===== src/rtl/seq_detect_ctrl.sv =====
// Run-control and event sequencer for a serial pattern matcher:
// arms/disarms, guards the fill window, counts and stretches hits.
module seq_detect_ctrl #(
    parameter int PAT_W = 4,
    parameter int CNT_W = 8,
    parameter int HOLD  = 4
) (
    input  logic             clk,
    input  logic             rst_,
    input  logic             din,
    input  logic             start,
    input  logic             stop,
    input  logic [PAT_W-1:0] cfg_pattern,
    input  logic [CNT_W-1:0] cfg_target,
    output logic             busy,
    output logic             find_out,
    output logic             done,
    output logic [CNT_W-1:0] match_cnt
);

    localparam int FW = $clog2(PAT_W);
    localparam int HW = $clog2(HOLD + 1);
    localparam logic [FW-1:0] FILL_LAST = FW'(PAT_W - 1);
    localparam logic [FW-1:0] FILL_ONE  = FW'(1);
    localparam logic [HW-1:0] HOLD_V    = HW'(HOLD);
    localparam logic [HW-1:0] HOLD_ONE  = HW'(1);
    localparam logic [CNT_W-1:0] CNT_ONE = CNT_W'(1);

    typedef enum logic [1:0] {
        IDLE,
        FILL,
        HUNT,
        FINISH
    } state_t;

    state_t             state, state_n;
    logic [PAT_W-1:0]   shift, shift_n;
    logic [PAT_W-1:0]   pat, pat_n;
    logic [CNT_W-1:0]   tgt, tgt_n;
    logic [CNT_W-1:0]   cnt_n, cnt_inc;
    logic [FW-1:0]      fill_cnt, fill_n;
    logic [HW-1:0]      hold_cnt, hold_n;
    logic               done_q, done_n;
    logic               accept;

    assign accept   = start & ~stop;
    assign cnt_inc  = (&match_cnt) ? match_cnt : match_cnt + CNT_ONE;
    assign busy     = (state == FILL) || (state == HUNT);
    assign find_out = (hold_cnt != '0);
    assign done     = done_q;

    always_comb begin
        state_n = state;
        shift_n = shift;
        pat_n   = pat;
        tgt_n   = tgt;
        cnt_n   = match_cnt;
        fill_n  = fill_cnt;
        done_n  = done_q;
        hold_n  = (hold_cnt != '0) ? hold_cnt - HOLD_ONE : '0;
        unique case (state)
            IDLE, FINISH: begin
                if (accept) begin
                    pat_n   = cfg_pattern;
                    tgt_n   = cfg_target;
                    shift_n = '0;
                    fill_n  = '0;
                    cnt_n   = '0;
                    done_n  = 1'b0;
                    state_n = FILL;
                end else if (state == FINISH && stop) begin
                    state_n = IDLE;
                end
            end
            FILL: begin
                if (stop) begin
                    state_n = IDLE;
                    hold_n  = '0;
                end else begin
                    shift_n = {din, shift[PAT_W-1:1]};
                    if (fill_cnt == FILL_LAST) begin
                        state_n = HUNT;
                    end else begin
                        fill_n = fill_cnt + FILL_ONE;
                    end
                end
            end
            HUNT: begin
                if (stop) begin
                    state_n = IDLE;
                    hold_n  = '0;
                end else begin
                    shift_n = {din, shift[PAT_W-1:1]};
                    // compare uses the shift value before this edge's sample
                    if (shift == pat) begin
                        cnt_n  = cnt_inc;
                        hold_n = HOLD_V;
                        if (tgt != '0 && cnt_inc == tgt) begin
                            state_n = FINISH;
                            done_n  = 1'b1;
                        end
                    end
                end
            end
            default: state_n = IDLE;
        endcase
    end

    always_ff @(posedge clk or negedge rst_) begin
        if (!rst_) begin
            state     <= IDLE;
            shift     <= '0;
            pat       <= '0;
            tgt       <= '0;
            match_cnt <= '0;
            fill_cnt  <= '0;
            hold_cnt  <= '0;
            done_q    <= 1'b0;
        end else begin
            state     <= state_n;
            shift     <= shift_n;
            pat       <= pat_n;
            tgt       <= tgt_n;
            match_cnt <= cnt_n;
            fill_cnt  <= fill_n;
            hold_cnt  <= hold_n;
            done_q    <= done_n;
        end
    end

endmodule


===== config.mk =====
export PLATFORM = sky130hd
export DESIGN_NAME = seq_detect_ctrl
export DESIGN_NICKNAME = d
export VERILOG_FILES = /design/src/rtl/seq_detect_ctrl.sv
export SDC_FILE = /design/constraint.sdc
export NUM_CORES = 1
export LEC_CHECK = 0
export CAP_MARGIN = 15
export CORE_MARGIN = 10
export CORE_UTILIZATION = 56
export CTS_CLUSTER_DIAMETER = 40
export DETAILED_ROUTE_END_ITERATION = 10
export DONT_BUFFER_PORTS = 1
export GPL_TIMING_DRIVEN = 0
export PLACE_DENSITY = 0.74
export SKIP_LAST_GASP = 1
export SLEW_MARGIN = 20
export SYNTH_ARGS = -nofsm -noshare
export SYNTH_HDL_FRONTEND = slang
export SYNTH_SLANG_ARGS = --single-unit

===== constraint.sdc =====
create_clock -name clk -period 2.4 [get_ports clk]
set_clock_uncertainty 0.2 [all_clocks]
set_input_delay 0.36 -clock clk [delete_from_list [all_inputs] [get_ports clk]]
set_output_delay 0.36 -clock clk [all_outputs]
set_load 0.005 [all_outputs]

* Yosys cells after proc, flatten, opt, wreduce, memory -nomap -nowiden
Index checks and enable logic that the tools add are counted.
Operators by class: add/sub/neg operators 3, eq/ne operators 17, multiplexer cells 30, bitwise gates (word level) 2, reduce and logical (&&, ||, !) cells 17
Operators with widths (number):
- $mux W8 | 4
- $mux W2 | 10
- $pmux W8 S2 | 1
- $mux W3 | 4
- $reduce_and A4 Y1 | 3
- $ne A2 B2 Y1 const B | 5
- $ne A3 B2 Y1 const B | 3
- $add A8 B1 Y8 const B | 1
- $eq A8 B8 Y1 | 1
- $mux W4 | 2
- $pmux W4 S2 | 1
- $reduce_and A8 Y1 | 1
- $reduce_bool A8 Y1 | 1
- $eq A2 B2 Y1 const B | 3
- $pmux W2 S3 | 1
- $pmux W3 S2 | 1
- $reduce_and A5 Y1 | 1
- $eq A4 B4 Y1 | 1
- $mux W1 | 4
- $ne A2 B1 Y1 const B | 2
- $pmux W2 S2 | 1
- $reduce_and A2 Y1 | 2
- $reduce_bool A2 Y1 | 2
- $reduce_or A2 Y1 | 2
- 11 further kinds | 12
Storage, ports and cells: bits in registers 32, input bits 17, output and inout port bits 11, logic and storage cells 77

* Longest topological paths before layout
depth in word-level cells 8, gate-level depth with buffers 9, depth with buffers taken out 8

* Worst setup path after synthesis
OpenSTA, ideal clock, no wires.
path kind flip-flop to flip-flop, from register state[0], to register match_cnt[4], library setup time 0.131 ns, data arrival time 1.930 ns, required time 2.069 ns, slack 0.139 ns, stages on the path, launching flop included 10, path buffers 1, period minus slack after synthesis 2.261 ns, path through dfrtp_1 -> inv_1 -> ha_1 -> inv_2 -> o21ai_1 -> nor3_1 -> clkbuf_1 -> nand3_1 -> mux2i_1 -> nor2_1
On the way: longest elaborated chain between the ends 4, elaborated cells on any way between the ends 10, those cells by class eq/ne: 5; mux: 1; reduce/logical: 4
Ends and longest elaborated chain:
- from (decl) | RTL line 36 | state_t state, state_n;
- from (signal assigned) | RTL line 120 | state <= state_n;
- $eq A2 B2 Y1 / $logic_not A2 Y1 (equally long branches) | RTL line 61 | unique case (state)
- $reduce_or A2 Y1 | RTL line 61
- $ne A2 B2 Y1 (no line) / $reduce_bool A2 Y1 (equally long branches)
- $reduce_and A4 Y1 (no line)
- to (signal assigned) | RTL line 124 | match_cnt <= cnt_n;
- to (decl) | RTL line 18 | output logic [CNT_W-1:0] match_cnt
Parallel ways exist; a longest one is shown, timed or not. A chain may end at the register's enable or synchronous reset.

* Worst setup path after layout
from register match_cnt[0], to register state[0]
On the way: longest elaborated chain between the ends 6, elaborated cells on any way between the ends 7, those cells by class add/sub: 1; eq/ne: 2; mux: 1; reduce/logical: 3
Ends and longest elaborated chain:
- $add A8 B1 Y8 / $reduce_and A8 Y1 (equally long branches) | RTL line 47 | assign cnt_inc = (&match_cnt) ? match_cnt : match_cnt + CNT_ONE;
- $mux W8 (*) | RTL line 47
- $eq A8 B8 Y1 (*) | RTL line 98 | if (tgt != '0 && cnt_inc == tgt) begin
- $logic_and A1 B1 Y1 (*) | RTL line 98
- $ne A3 B2 Y1 (no line) (*)
- $reduce_and A4 Y1 (no line) (*)
Mark *: on every way between the ends. The rest lies on a longest branch, timed or not.

==> impl_metrics.py <==
metrics = {
    "logic_synthesis": {
        "ys_ff_latch": 32,
        "yosysWarnings": 0,
        "synth_edf_count": 0,
        "synth_area_leaders": "dfrtp_1 42%, mux2_2 7.7%, a21oi_1 3.7%",
        "syn_area_um2": 1910,
        "synthTopCellsByCount": "32 x dfrtp_1, 14 x a21oi_1, 13 x mux2_2, 13 x nor2_1, 11 x nand2_1",
        "avgSynthCellArea_um2": 10.2,
        "synthFlopType": "dfrtp_1",
        "synth_adder_area_share_pct": 3.27,
        "yosys.area_share.simple_pct": 18.6,
        "ys_types": 48,
        "synth_mux_area_share_pct": 9.76,
        "synth_top_area_share_pct": 41.9,
        "synth_compound_area_share_pct": 17.6,
        "synth_top_family_by_area": "simple AND/OR/NAND/NOR gates",
        "ys_seq_area_share_pct": 41.9,
        "syn_nets": 210,
        "synth_xor_area_share_pct": 4.58,
        "netlist_instances": 188,
        "synthMostInstantiatedCell": "dfrtp_1",
        "synth_top_cell_by_area": "dfrtp_1",
        "synthArstFlopShare_pct": 100,
    },
    "die": {
        "fp.dieH_um": 78.4,
        "io_pins": 28,
        "rows": 21,
        "die_x_um": 78.4,
        "start_util_pct": 57.7,
        "die_area_um2": 6150,
        "core_um2": 3310,
    },
    "min_path": {
        "min-delay-start": "stop",
        "hold_path.class": "in2reg",
        "hold-path-cell-count": 2,
        "hold_end": "state[0]",
    },
    "finish": {
        "regArea_um2": 806,
        "diodes": 0,
        "nNetsFinal": 237,
        "area_delta_synth_final_pct": 20.3,
        "fill_cells": 269,
        "multi_input_area_um2": 1080,
        "stdcell_count": 261,
        "drive_gt1_share_pct": 25.6,
    },
    "setup_path": {
        "end_kind": "flop",
        "crit_type": "reg2reg",
        "critPathMaxFanout": 9,
        "reg2reg_depth": 8,
        "rr_endpoint": "state[0]",
        "worst_ep_arrival_time_ns": 2.34,
        "cp-start-kind": "flop",
        "ff2ff_setup_slack_ns": 0.08,
        "cp.required_ns": 2.43,
        "r2r_start": "match_cnt[0]",
    },
    "pwr": {
        "leakage_uw": 0.000974,
        "ir_worst_vdd_mv": 0.508,
        "power_density_nw_per_um2": 807,
    },
    "detailed_routing": {
        "via_per_inst": 6.15,
        "wl_um": 4580,
        "wl_per_cell_um": 17.6,
        "top_layer": "met4",
        "first_pass_iters": 4,
        "ant_nets": 0,
        "drt_iter0_drc": 165,
        "routedLengthMet1_um": 2000,
        "route.met2.wl_um": 2190,
        "num_vias": 1604,
        "post-route-drc-count": 0,
        "routed-wl-met3_um": 320,
    },
    "cts": {
        "clock-root-buffer": "clkbuf_4",
        "clk_pin_slew_ns": 0.09,
        "cts.sinks": 32,
        "cts_buffers": 5,
        "clock_latency_ns": 0.34,
        "cts.path.max_buffers": 2,
        "h-tree-depth": 2,
        "cts_tree": "built",
    },
    "place": {
        "dp_hpwl_um": 3290,
        "port_buffers": 0,
        "place_congestion": 0.866,
        "dpl.cell_count": 234,
    },
    "sta": {
        "setup_viol": 0,
        "period_share_pct": 96.6,
        "slew_violations": 0,
        "fmax_mhz": 431,
        "final_hold_viol_count": 0,
        "hold-worst-slack_ns": 0.0282,
        "rsz0062_at_grt": "yes",
        "tightest_slew_ns": 0.478,
        "relSlewSlack_pct": 67.8,
        "fin_crit_ns": 2.32,
    },
    "run_status": {
        "status": "finished, final reports clean",
    },
    "global_routing": {
        "grt_max_degree": 33,
        "antenna_found_initial": 0,
        "grt_remaining_overflow": 0,
        "grt_pass1_wl_um": 8180,
        "grt.total_usage_pct": 16.3,
        "first_global_vias": 1663,
    },
    "run": {
        "cap_violations": 0,
    },
}
placed cells by master (no fill, tap or decap), types with 5 or more instances in the layout:
| cell | count |
|---|---|
| inv_1 | 8 |
| xnor2_1 | 7 |
| nor3_1 | 5 |
| buf_4 | 5 |
| dlygate4sd3_1 | 15 |
| nand2_1 | 10 |
| clkbuf_4 | 6 |
| dfrtp_1 | 28 |
| ha_1 | 5 |
| nand3_1 | 8 |
| mux2_2 | 13 |
| o21ai_0 | 6 |
| a21oi_1 | 14 |
| a22o_1 | 5 |
| nor2_1 | 11 |
cells by family after synthesis:
logic type / Yosys count
AOI/OAI and AO/OA: 47
adders and majority gates: 5
xor gates and xnor gates: 10
DFF: 32
and+or+nand+nor: 62
muxes: 17
buffers and inverters: 15
critical path: stages, from the launching register on:
cell and delay, ns:
dfrtp_2 0.47, ha_1 0.22, buf_6 0.14, nand3_1 0.18, o21ai_1 0.11, and3_2 0.22
a311oi_2 0.30, a41oi_2 0.20, mux2i_1 0.16
where the power goes:
part           internal (µW)  total, µW  switching (µW)  leakage [µW]
combinational            338        692             354      0.000527
clock                    166        345             179     0.0000374
sequential               678        818             139      0.000410
total                   1180       1850             673      0.000974
what timing repair did:
action	4_1_cts	5_1_grt
setup endpoints to repair	11	10
pin swaps	1	5
hold buffers	16	0
gates resized for setup	8	12
setup buffers	0	4
hold endpoints to repair	46	0
stage by stage:
stage / setup slack, ns / total power [µW] / setup TNS, ns / instance area, µm² / utilization, %
4_1_cts: 0.0184 / 1830 / 0 / 2220 / 67.1
3_3_place_gp: -0.194 / 1400 / -0.960 / 1970 / 59.4
3_5_place_dp: -0.272 / 1450 / -1.43 / 1970 / 59.4
2_1_floorplan: 0.139 / 1310 / 0 / 1910 / -
6_report: 0.0822 / 1850 / 0 / 2300 / 69.4
5_1_grt: -0.0275 / 1980 / -0.0592 / 2300 / 69.4
worst max-delay path by stage:
stage,depth (start not counted),to,start
floorplan,9,match_cnt[4],state[0]
global placement,9,match_cnt[4],state[0]
detailed placement,9,match_cnt[4],state[0]
CTS,7,state[0],match_cnt[3]
global route,7,match_cnt[0],state[0]
finish,8,state[0],match_cnt[0]
routing by layer:
| layer | global-route usage (%) | up-vias |
|---|---|---|
| li1 | - | 749 |
| met5 | 0 | - |
| met1 | 20.9 | 791 |
| met3 | 5.35 | 8 |
| met2 | 24.5 | 56 |
| met4 | 6.99 | 0 |
final cells by class:
| cell class | instances | share of cell area [%] |
|---|---|---|
| Timing Repair Buffer | 20 | 8.71 |
| Buffer | 5 | 2.12 |
| Multi-Input combinational cell | 141 | 47.1 |
| Tap cell | 46 | 2.50 |
| Sequential cell | 32 | 35.1 |
| Clock buffer | 7 | 2.83 |
| Inverter | 10 | 1.63 |
flip-flops by register name, indices dropped and copies added (netlist names):
name,cells
hold_cnt,3
tgt,8
fill_cnt,2
state,2
done,1
match_cnt,8
pat,4
shift,4
Note: power is estimated with default switching activity, not from simulation.
==> RTL edit: new RTL, same flow settings <==
Set the parameter `HOLD` to 16 (it was 4).
--- a/src/rtl/seq_detect_ctrl.sv
+++ b/src/rtl/seq_detect_ctrl.sv
@@ -4,5 +4,5 @@
     parameter int PAT_W = 4,
     parameter int CNT_W = 8,
-    parameter int HOLD  = 4
+    parameter int HOLD  = 16
 ) (
     input  logic             clk,
Function: same outputs for any inputs over 10 cycles, from zero or initial values and one cycle with rst_ low; that may be too few to reach the edited logic, so the function may still have changed.
==> RTL edit against the unedited design <==
The run now ends with negative setup slack left. Sequential cell count increased by 2. Total power is 17% higher. Synthesized area increased by 11%. Worst setup slack got worse by 0.096 ns. Count of clock-buffer cells in the layout stayed put. Synthesized cell count is 8.5% higher. Combinational power grew 14%. Routed wire length is 5.2% higher. Design area increased by 5.7%.
==> RTL edit: results (changes against the unedited design) <==
- Slowest library cell on the worst path: or4_1
- Clock transition at the registers of the reported paths: 0.07 ns (-0.02 ns)
- Number of buffers inserted by hold repair at cts: 2 (-14)
- Synth top area cells: dfrtp_1, mux2_2, ha_1
- Result of the run: finished, violations left
- Wire length of the first global-routing pass: 7710 um (-5.7%)
- P_leak: 1.03 nW (+6.2%)
- Met2 wire length: 2240 um (+2.6%)
- Via count of the first global-routing pass: 1643 (-1.2%)
- Worst rel slew slack: 68.2% (+0.38 points)
- Share of post-route cells with drive strength above 1: 28.1% (+2.5 points)
- Final setup fails: 1 (+1)
- Met1 Usage GRT: 17.6% (-3.4 points)
- M3 GR Usage: 6.88% (+1.5 points)
- Sum of internal, switching and leakage power: 2.17 mW (+17%)
- Setup tns final: -0.0134 ns (-0.0134 ns)
- Adder-cell share of the synthesized area: 3.54% (+0.27 points)
- Violations in the final reports: negative setup slack
- Clock insertion delay at the later pin of the skew report: 0.29 ns (-0.05 ns)
- Top Registers: match_cnt: 8 flops, tgt: 8 flops, hold_cnt: 5 flops
- Highest ir drop seen on vdd: 0.614 mV (+21%)
- Met3 wire length: 407 um (+27%)
- Critical Path Fanout Max: 8 (-1)
- Crit path setup slack, layout: -0.0134 ns (-0.0956 ns)
- Multi-input gate count: 152 (+7.8%)
- Area taken by multi-input logic gates: 1250 um^2 (+15%)
- Largest net degree at the start of global routing: 35 (+6.1%)
- # Post-CTS Setup Buffers: 2 (+2)
- Net count of the finished layout: 239 (+0.84%)
- Count of clock tree sinks: 34 (+6.3%)
- Xor/xnor cell area share of the yosys netlist: 4.96% (+0.37 points)
- Detail-routed via count per cell: 6.23 (+1.3%)
- Complex-gate fraction of the synthesized area: 16.9% (-0.67 points)
- Number of non-clock inverters: 7 (-3)
[RTL edit: worst paths after layout]
| path | from | end | slack (ns) | cells after the start |
|---|---|---|---|---|
| setup / recovery | match_cnt[1] | state[1] | -0.01 | 7 |
| setup reg to reg | match_cnt[1] | state[1] | -0.01 | 7 |
| hold reg to reg | hold_cnt[0] | hold_cnt[0] | 0.26 | 1 |
| max in group asynchronous | rst_ | match_cnt[0] | 1.49 | 2 |
| hold / removal | cfg_target[7] | tgt[7] | 0.01 | 1 |
| min in group asynchronous | rst_ | match_cnt[4] | 0.30 | 2 |
[RTL edit: metrics by stage]
| stage | util [%] | setup WS [ns] | instances |
|---|---|---|---|
| after floorplan | - | 0.000995 | 204 |
| after CTS | 64.6 | -0.0364 | 263 |
| after global routing | 66.4 | -0.114 | 265 |
| after detailed placement | 59.8 | -0.267 | 252 |
| after global placement | 59.8 | -0.215 | 252 |
| final | 66.4 | -0.0134 | 265 |
